**config.mk**
```make
export PLATFORM = sky130hd
export DESIGN_NAME = afp3_arb_misc_cmd_flat
export DESIGN_NICKNAME = d
export VERILOG_FILES = /design/src/rtl/afp3_arb_pkg.sv /design/src/rtl/afp3_arb_misc_cmd_if.sv /design/src/rtl/afp3_rr_pick.sv /design/src/rtl/afp3_arb_misc_cmd.sv /design/src/flat_wrapper.sv
export SDC_FILE = /design/constraint.sdc
export NUM_CORES = 1
export LEC_CHECK = 0
export BUFFER_PORTS_ARGS = -buffer_cell sky130_fd_sc_hd__buf_2
export CORE_AREA = 5 5 106 108
export CTS_CLUSTER_DIAMETER = 120
export DETAILED_ROUTE_END_ITERATION = 10
export DIE_AREA = 0 0 111 113
export GPL_TIMING_DRIVEN = 0
export PLACE_DENSITY = 0.8
export SLEW_MARGIN = 20
export SYNTH_ARGS = -nofsm -noshare
export SYNTH_HDL_FRONTEND = slang
export SYNTH_SLANG_ARGS = --single-unit
export TNS_END_PERCENT = 20
```
**constraint.sdc**
```tcl
create_clock -name clock -period 4.4 [get_ports clock]
set_clock_uncertainty 0.15 [all_clocks]
set_input_delay 0.66 -clock clock [delete_from_list [all_inputs] [get_ports clock]]
set_output_delay 0.66 -clock clock [all_outputs]
set_load 0.005 [all_outputs]
```
**src/rtl/afp3_arb_pkg.sv**
```systemverilog
// Shared widths, error-bit positions and opcodes for the misc-command arbiter.
// Latency: n/a (declarations only).
// Backpressure: n/a.
package afp3_arb_pkg;

    localparam int OPCODE_W = 8;
    localparam int ACTAG_W  = 12;
    localparam int AFUTAG_W = 16;
    localparam int BDF_W    = 16;

    // Sticky error vector layout
    localparam int ERR_W         = 3;
    localparam int ERR_DBL_REQ   = 0;   // request while already pending
    localparam int ERR_CRED_OVF  = 1;   // credit return at full count
    localparam int ERR_CMD_PROTO = 2;   // cmd_valid / grant mismatch

    localparam logic [OPCODE_W-1:0] ASSIGN_ACTAG = 8'h50;

    typedef struct packed {
        logic [OPCODE_W-1:0] opcode;
        logic [ACTAG_W-1:0]  actag;
        logic [AFUTAG_W-1:0] afutag;
        logic [BDF_W-1:0]    bdf;
    } cmd_t;

endpackage

```
**src/rtl/afp3_arb_misc_cmd_if.sv**
```systemverilog
// Bundle of engine request/grant/command lanes and the AFU->TLX command bus.
// Latency: n/a (wiring only).
// Backpressure: none on the wires; flow is governed by TLX command credits.
// Modports: master = arbiter side, slave = engines + TLX side.
interface afp3_arb_misc_cmd_if #(
    parameter int NUM_ENG  = 4,
    parameter int CREDIT_W = 4
);
    import afp3_arb_pkg::*;

    logic [NUM_ENG-1:0]          eng_misc_req;
    logic [NUM_ENG-1:0]          arb_eng_misc_gnt;
    logic [NUM_ENG-1:0]          eng_cmd_valid;
    logic [OPCODE_W*NUM_ENG-1:0] eng_cmd_opcode;
    logic [ACTAG_W*NUM_ENG-1:0]  eng_cmd_actag;
    logic [AFUTAG_W*NUM_ENG-1:0] eng_cmd_afutag;
    logic [BDF_W*NUM_ENG-1:0]    eng_cmd_bdf;
    logic                        tlx_afu_cmd_credit;
    logic                        afu_tlx_cmd_valid;
    logic [OPCODE_W-1:0]         afu_tlx_cmd_opcode;
    logic [ACTAG_W-1:0]          afu_tlx_cmd_actag;
    logic [AFUTAG_W-1:0]         afu_tlx_cmd_afutag;
    logic [BDF_W-1:0]            afu_tlx_cmd_bdf;
    logic [CREDIT_W-1:0]         arb_credit_cnt;
    logic [ERR_W-1:0]            arb_misc_error;

    modport master (
        input  eng_misc_req, eng_cmd_valid, eng_cmd_opcode, eng_cmd_actag,
               eng_cmd_afutag, eng_cmd_bdf, tlx_afu_cmd_credit,
        output arb_eng_misc_gnt, afu_tlx_cmd_valid, afu_tlx_cmd_opcode,
               afu_tlx_cmd_actag, afu_tlx_cmd_afutag, afu_tlx_cmd_bdf,
               arb_credit_cnt, arb_misc_error
    );

    modport slave (
        output eng_misc_req, eng_cmd_valid, eng_cmd_opcode, eng_cmd_actag,
               eng_cmd_afutag, eng_cmd_bdf, tlx_afu_cmd_credit,
        input  arb_eng_misc_gnt, afu_tlx_cmd_valid, afu_tlx_cmd_opcode,
               afu_tlx_cmd_actag, afu_tlx_cmd_afutag, afu_tlx_cmd_bdf,
               arb_credit_cnt, arb_misc_error
    );

endinterface

```
**src/rtl/afp3_rr_pick.sv**
```systemverilog
// Round-robin picker: first set request searching upward from ptr+1, wrapping.
// Latency: combinational.
// Backpressure: none; caller gates the result.
// Ports: req (request vector), ptr (last winner), pick (one-hot), idx, any.
module afp3_rr_pick #(
    parameter int NUM_ENG = 4
) (
    input  logic [NUM_ENG-1:0]         req,
    input  logic [$clog2(NUM_ENG)-1:0] ptr,
    output logic [NUM_ENG-1:0]         pick,
    output logic [$clog2(NUM_ENG)-1:0] idx,
    output logic                       any
);
    localparam int IDX_W = $clog2(NUM_ENG);

    logic [IDX_W-1:0] cand;

    // k runs 1..NUM_ENG so the previous winner is examined last.
    always_comb begin
        pick = '0;
        idx  = '0;
        any  = 1'b0;
        cand = '0;
        for (int k = 1; k <= NUM_ENG; k++) begin
            cand = IDX_W'((int'(ptr) + k) % NUM_ENG);
            if (!any && req[cand]) begin
                any        = 1'b1;
                pick[cand] = 1'b1;
                idx        = cand;
            end
        end
    end

endmodule

```
**src/rtl/afp3_arb_misc_cmd.sv**
```systemverilog
// Misc-command arbiter: one-hot credit-gated grants to engines, registered TLX command bus.
// Latency: request pulse t -> grant t+2 -> afu_tlx_cmd_valid t+3.
// Backpressure: zero TLX credits hold all requests pending; no grants issue until a credit returns.
// Ports: clock, reset_n (async active-low), bus (afp3_arb_misc_cmd_if.master).
// Build option AFP3_ARB_MISC_FIXED_PRI_EN selects fixed lowest-index priority instead of round-robin.
module afp3_arb_misc_cmd
    import afp3_arb_pkg::*;
#(
    parameter int NUM_ENG      = 4,
    parameter int CREDIT_W     = 4,
    parameter int INIT_CREDITS = 8
) (
    input  logic                clock,
    input  logic                reset_n,
    afp3_arb_misc_cmd_if.master bus
);
    localparam int                  IDX_W    = $clog2(NUM_ENG);
    localparam logic [CREDIT_W-1:0] CRED_RST = CREDIT_W'(INIT_CREDITS);

    logic [NUM_ENG-1:0]  pending_q, pending_d;
    logic [NUM_ENG-1:0]  gnt_q, gnt_d;
    logic [NUM_ENG-1:0]  pick;
    logic                pick_any;
    logic                gnt_any;
    logic [CREDIT_W-1:0] credit_q, credit_d;
    logic                cred_ovf;
    logic                dbl_req;
    logic                proto_err;
    logic [ERR_W-1:0]    err_q, err_d;
    logic [NUM_ENG-1:0]  cap_sel;
    logic                cmd_vld_q, cmd_vld_d;
    cmd_t                cmd_q, cmd_d;

    // ---------------- Winner selection ----------------
`ifdef AFP3_ARB_MISC_FIXED_PRI_EN
    always_comb begin
        pick     = '0;
        pick_any = 1'b0;
        for (int i = 0; i < NUM_ENG; i++) begin
            if (!pick_any && pending_q[i]) begin
                pick[i]  = 1'b1;
                pick_any = 1'b1;
            end
        end
    end
`else
    logic [IDX_W-1:0] rr_ptr_q;
    logic [IDX_W-1:0] pick_idx;

    afp3_rr_pick #(.NUM_ENG(NUM_ENG)) u_rr_pick (
        .req  (pending_q),
        .ptr  (rr_ptr_q),
        .pick (pick),
        .idx  (pick_idx),
        .any  (pick_any)
    );

    // Reset to the top lane so lane 0 is favoured first.
    always_ff @(posedge clock or negedge reset_n) begin
        if (!reset_n) begin
            rr_ptr_q <= IDX_W'(NUM_ENG - 1);
        end else if (gnt_any) begin
            rr_ptr_q <= pick_idx;
        end
    end
`endif

    // A grant consumes a credit, so no grant can issue at zero.
    assign gnt_any = pick_any && (credit_q != '0);
    assign gnt_d   = gnt_any ? pick : '0;

    // A request arriving with the grant re-arms the lane rather than being lost.
    assign pending_d = (pending_q & ~gnt_d) | bus.eng_misc_req;
    assign dbl_req   = |(bus.eng_misc_req & pending_q & ~gnt_d);

    // ---------------- Credits ----------------
    always_comb begin
        credit_d = credit_q;
        cred_ovf = 1'b0;
        if (gnt_any && !bus.tlx_afu_cmd_credit) begin
            credit_d = credit_q - CREDIT_W'(1);
        end else if (!gnt_any && bus.tlx_afu_cmd_credit) begin
            if (credit_q == '1) begin
                cred_ovf = 1'b1;
            end else begin
                credit_d = credit_q + CREDIT_W'(1);
            end
        end
    end

    // ---------------- Command capture ----------------
    // gnt_q is one-hot, so the AND-OR mux selects at most one lane; the
    // fields stay zero when nothing legal is presented.
    always_comb begin
        cap_sel   = bus.eng_cmd_valid & gnt_q;
        cmd_vld_d = |cap_sel;
        cmd_d     = '0;
        for (int i = 0; i < NUM_ENG; i++) begin
            if (cap_sel[i]) begin
                cmd_d.opcode = cmd_d.opcode | bus.eng_cmd_opcode[i*OPCODE_W +: OPCODE_W];
                cmd_d.actag  = cmd_d.actag  | bus.eng_cmd_actag[i*ACTAG_W +: ACTAG_W];
                cmd_d.afutag = cmd_d.afutag | bus.eng_cmd_afutag[i*AFUTAG_W +: AFUTAG_W];
                cmd_d.bdf    = cmd_d.bdf    | bus.eng_cmd_bdf[i*BDF_W +: BDF_W];
            end
        end
    end

    // Valid on an ungranted lane, or a granted lane staying silent.
    assign proto_err = (|(bus.eng_cmd_valid & ~gnt_q)) | (|(gnt_q & ~bus.eng_cmd_valid));

    // ---------------- Sticky errors ----------------
    always_comb begin
        err_d = err_q;
        if (dbl_req)   err_d[ERR_DBL_REQ]   = 1'b1;
        if (cred_ovf)  err_d[ERR_CRED_OVF]  = 1'b1;
        if (proto_err) err_d[ERR_CMD_PROTO] = 1'b1;
    end

    // ---------------- State ----------------
    always_ff @(posedge clock or negedge reset_n) begin
        if (!reset_n) begin
            pending_q <= '0;
            gnt_q     <= '0;
            credit_q  <= CRED_RST;
            cmd_vld_q <= 1'b0;
            cmd_q     <= '0;
            err_q     <= '0;
        end else begin
            pending_q <= pending_d;
            gnt_q     <= gnt_d;
            credit_q  <= credit_d;
            cmd_vld_q <= cmd_vld_d;
            cmd_q     <= cmd_d;
            err_q     <= err_d;
        end
    end

    assign bus.arb_eng_misc_gnt   = gnt_q;
    assign bus.afu_tlx_cmd_valid  = cmd_vld_q;
    assign bus.afu_tlx_cmd_opcode = cmd_q.opcode;
    assign bus.afu_tlx_cmd_actag  = cmd_q.actag;
    assign bus.afu_tlx_cmd_afutag = cmd_q.afutag;
    assign bus.afu_tlx_cmd_bdf    = cmd_q.bdf;
    assign bus.arb_credit_cnt     = credit_q;
    assign bus.arb_misc_error     = err_q;

endmodule

```
**src/flat_wrapper.sv**
```systemverilog
// flat-port wrapper written by rule: the top's interface ports become plain ports
module afp3_arb_misc_cmd_flat import afp3_arb_pkg::*;
#(
    parameter int NUM_ENG      = 4,
    parameter int CREDIT_W     = 4,
    parameter int INIT_CREDITS = 8
)
  (clock, reset_n, bus_eng_misc_req, bus_eng_cmd_valid, bus_eng_cmd_opcode, bus_eng_cmd_actag, bus_eng_cmd_afutag, bus_eng_cmd_bdf, bus_tlx_afu_cmd_credit, bus_arb_eng_misc_gnt, bus_afu_tlx_cmd_valid, bus_afu_tlx_cmd_opcode, bus_afu_tlx_cmd_actag, bus_afu_tlx_cmd_afutag, bus_afu_tlx_cmd_bdf, bus_arb_credit_cnt, bus_arb_misc_error);
  afp3_arb_misc_cmd_if #(.NUM_ENG(NUM_ENG), .CREDIT_W(CREDIT_W)) bus_i ();
  input  logic clock;
  input  logic reset_n;
  input wire logic [$bits(bus_i.eng_misc_req)-1:0] bus_eng_misc_req;
  input wire logic [$bits(bus_i.eng_cmd_valid)-1:0] bus_eng_cmd_valid;
  input wire logic [$bits(bus_i.eng_cmd_opcode)-1:0] bus_eng_cmd_opcode;
  input wire logic [$bits(bus_i.eng_cmd_actag)-1:0] bus_eng_cmd_actag;
  input wire logic [$bits(bus_i.eng_cmd_afutag)-1:0] bus_eng_cmd_afutag;
  input wire logic [$bits(bus_i.eng_cmd_bdf)-1:0] bus_eng_cmd_bdf;
  input wire logic [$bits(bus_i.tlx_afu_cmd_credit)-1:0] bus_tlx_afu_cmd_credit;
  output wire logic [$bits(bus_i.arb_eng_misc_gnt)-1:0] bus_arb_eng_misc_gnt;
  output wire logic [$bits(bus_i.afu_tlx_cmd_valid)-1:0] bus_afu_tlx_cmd_valid;
  output wire logic [$bits(bus_i.afu_tlx_cmd_opcode)-1:0] bus_afu_tlx_cmd_opcode;
  output wire logic [$bits(bus_i.afu_tlx_cmd_actag)-1:0] bus_afu_tlx_cmd_actag;
  output wire logic [$bits(bus_i.afu_tlx_cmd_afutag)-1:0] bus_afu_tlx_cmd_afutag;
  output wire logic [$bits(bus_i.afu_tlx_cmd_bdf)-1:0] bus_afu_tlx_cmd_bdf;
  output wire logic [$bits(bus_i.arb_credit_cnt)-1:0] bus_arb_credit_cnt;
  output wire logic [$bits(bus_i.arb_misc_error)-1:0] bus_arb_misc_error;
  assign bus_i.eng_misc_req = bus_eng_misc_req;
  assign bus_i.eng_cmd_valid = bus_eng_cmd_valid;
  assign bus_i.eng_cmd_opcode = bus_eng_cmd_opcode;
  assign bus_i.eng_cmd_actag = bus_eng_cmd_actag;
  assign bus_i.eng_cmd_afutag = bus_eng_cmd_afutag;
  assign bus_i.eng_cmd_bdf = bus_eng_cmd_bdf;
  assign bus_i.tlx_afu_cmd_credit = bus_tlx_afu_cmd_credit;
  assign bus_arb_eng_misc_gnt = bus_i.arb_eng_misc_gnt;
  assign bus_afu_tlx_cmd_valid = bus_i.afu_tlx_cmd_valid;
  assign bus_afu_tlx_cmd_opcode = bus_i.afu_tlx_cmd_opcode;
  assign bus_afu_tlx_cmd_actag = bus_i.afu_tlx_cmd_actag;
  assign bus_afu_tlx_cmd_afutag = bus_i.afu_tlx_cmd_afutag;
  assign bus_afu_tlx_cmd_bdf = bus_i.afu_tlx_cmd_bdf;
  assign bus_arb_credit_cnt = bus_i.arb_credit_cnt;
  assign bus_arb_misc_error = bus_i.arb_misc_error;
  afp3_arb_misc_cmd #(.NUM_ENG(NUM_ENG), .CREDIT_W(CREDIT_W), .INIT_CREDITS(INIT_CREDITS)) u_core (.clock(clock), .reset_n(reset_n), .bus(bus_i));
endmodule
```
==> qor.csv <==
metric;value;unit
diodes inserted;0;
largest family of logic cells by synthesized area;compound AO/OA/AOI/OAI gates;
total CTS buffers;9;
post-synthesis net count;626;
number of global-route vias before repair;4546;
worst min-delay path class;input port to asynchronous set/reset pin;
Psw;0.001428;W
final worst path period share;70.99;%
global route overflow;0;
Worst setup SP type;flop;
Logic pwr share;54.1;%
predominant post-synthesis flop cell;dfrtp_1;
drt pass-1 iters;6;
# DRC;0;
Die Wd;111;microns
Critical R2R Launch;u_core.rr_ptr_q[1];
count leader, synth;a22oi_1;
setup bufs post-CTS;0;
WL/cell;20.15;microns
CTS sink cnt;70;
post-synthesis cell count;395;
Peak Freq;320.2;MHz
Routed Antenna Nets;0;
largest net degree at the start of global routing;38;
slew margin rel.;57.90;%
Worst IR Drop VDD;0.0003266;V
Skew-Pair Late Insertion Delay;0.33;ns
die area;12540;sq um
Root Buffer;clkbuf_8;
EDFF count, synth;0;
Worst Max-Slew Pin Slew;0.6314;ns
pwr dens;604.3;nW/um^2
RSZ-0062 raised after global routing;no;
Mapped Area;3870;sq um
Slew Viols, Final;0;
Seq/Total Area, Yosys;45.36;%
flops & latches, synth;70;
share of cells above drive strength 1;45.38;%
Int Pwr;0.001992;W
synth unique cells;52;
Nets;920;
HPWL after DPL;13.49;mm
total of max-cap violations;0;
clk slew on worst S/H paths;0.08;ns
Post-Synth XOR/XNOR Area;1.132;%
DR vias/cell;5.496;
Placer Congestion;0.9651;
number of core rows;37;
Crit path required time;4.46;ns
register share of total power;30.9;%
Worst setup startpoint;u_core.rr_ptr_q[1];
status;finished, final reports clean;
post-synthesis simple-gate area fraction;12.74;%
I/O Buffers;282;
antenna violations before repair;0;
area delta synth->final;46.27;%
Synth area leader;dfrtp_1;
commonest cells in the netlist;a22oi_1, dfrtp_1, nand2_1;
Fin. Hold Viols;0;
TritonCTS clock tree;done;
first-pass GRT wire length;24.84;mm
I/O pins;283;
Syn. warnings;0;
Synth Area in Adders;3.880;%
final wirelength;16.68;mm
vias;4551;
Sw Share;41.76;%
Initial Utilization;38.17;%
ranking of synthesized cells by area;dfrtp_1, a22oi_1, nand2_1, ha_1, clkbuf_1;
Placeable Area;10140;sq um
die outline height;113;microns
ys async rst share;100.0;%
multiplexer share of the synthesized area;3.556;%
dpl cells;814;
clk buf depth;2;
average cell area after synthesis;9.797;sq um
GRT Resource Usage Total;25.10;%
Final TNS setup;0;ns
number of H-tree levels;3;
Setup CP Type;flop to flop;
CTS-repair resized insts;0;
Synth top area share;43.32;%
Worst EP arrival;3.18;ns
minimum clock period;3.123;ns
Setup crit end kind;flop;
Final setup viols;0;
1st-iter DRT viols;423;
Post-Layout Cell Count;828;
Synth Area in Compound Gates;28.84;%
leakage;3.014;nW
worst-path fanout max;10;
clock group share of total power;15.0;%
Hold Buf Count CTS;0;
==> metal layers <==
layer / wire length [microns] / part of all wire [%] / global-route usage (%)
met5: 0 / 0 / 0
met4: 291 / 1.7 / 5.747
met3: 1323 / 7.9 / 6.364
met2: 8281 / 50 / 42.60
met1: 6787 / 41 / 32.45
==> cell type report <==
type                    count  area, sq um
fillers                   896         4478
multi-input cells         283         1941
flip-flops and latches     70         1755
repair buffers            283         1434
well taps                 136        170.2
clock buffers              10        137.6
plain buffers              33        135.1
clock inverters             4        48.80
inverters                   9        38.79
==> final timing paths <==
path / to / slack (ns) / depth (start not counted)
setup / recovery: u_core.bus.arb_misc_error[0] / 1.28 / 10
hold reg to reg: u_core.bus.arb_misc_error[1] / 0.31 / 1
min in group clock: u_core.bus.arb_misc_error[1] / 0.31 / 1
hold / removal: u_core.pending_q[2] / 0.12 / 1
setup reg to reg: u_core.bus.arb_misc_error[0] / 1.28 / 10
max in group asynchronous: u_core.bus.arb_credit_cnt[3] / 3.36 / 2
==> critical path, cell delays in order (launching register included) <==
cell	delay [ns]
dfstp_2	0.61
buf_2	0.25
inv_1	0.18
ha_1	0.33
buf_2	0.23
mux4_2	0.43
nor2b_4	0.17
a211oi_2	0.17
a31oi_1	0.11
a32oi_1	0.25
nand3_1	0.11
==> power by group through the flow <==
stage | combinational, W | sequential (W) | clock (W)
floorplan | 0.00107 | 0.00108 | 0
global placement | 0.00177 | 0.00105 | 0
detailed placement | 0.00182 | 0.00107 | 0
CTS | 0.00183 | 0.00105 | 0.000527
global route | 0.00201 | 0.00109 | 0.000554
finish | 0.00185 | 0.00106 | 0.000514
==> sequential cells by signal, summed over array words and instances, names as in the netlist <==
register,count
u_core.bus.afu_tlx_cmd_bdf,16
u_core.bus.afu_tlx_cmd_opcode,8
u_core.pending_q,4
u_core.bus.afu_tlx_cmd_afutag,16
u_core.rr_ptr_q,2
u_core.bus.afu_tlx_cmd_valid,1
u_core.bus.afu_tlx_cmd_actag,12
u_core.bus.arb_misc_error,3
u_core.bus.arb_eng_misc_gnt,4
u_core.bus.arb_credit_cnt,4
==> metrics by stage <==
stage | setup slack [ns] | util [%] | hold slack (ns) | power (W) | instance area (sq um)
after floorplan | 1.710 | - | 0.2144 | 0.002153 | 3870
after global placement | 1.376 | 53.77 | 0.2921 | 0.002822 | 5451
after detailed placement | 1.306 | 53.99 | 0.2951 | 0.002890 | 5474
after CTS | 1.293 | 55.83 | 0.1148 | 0.003413 | 5660
after global routing | 1.076 | 55.83 | 0.1421 | 0.003656 | 5660
final | 1.277 | 55.83 | 0.1164 | 0.003420 | 5660
==> placed cells by master (no fill, tap or decap), types with 3 or more instances in the layout <==
cell type / instances
nor2_1: 13
ha_1: 12
a22oi_1: 106
dfrtp_1: 67
clkbuf_1: 29
mux2i_1: 4
nand2b_1: 4
clkbuf_8: 10
dfstp_2: 3
xnor2_1: 4
a21oi_1: 6
o22ai_1: 6
nand2_1: 62
o21ai_0: 6
nor2b_1: 4
inv_1: 8
nand3_1: 4
buf_2: 284
or4_1: 3
and2_1: 4
a21o_1: 3
==> cell families (layout without fill, tap and decap cells) <==
| family | after synthesis | after routing |
|---|---|---|
| compound gates | 150 | 150 |
| simple gates | 107 | 107 |
| flops | 70 | 70 |
| buf+inv | 42 | 339 |
| fa+ha+maj | 12 | 12 |
| mux | 9 | 9 |
| xor+xnor | 5 | 5 |
Power figures use the tool's default switching activity.
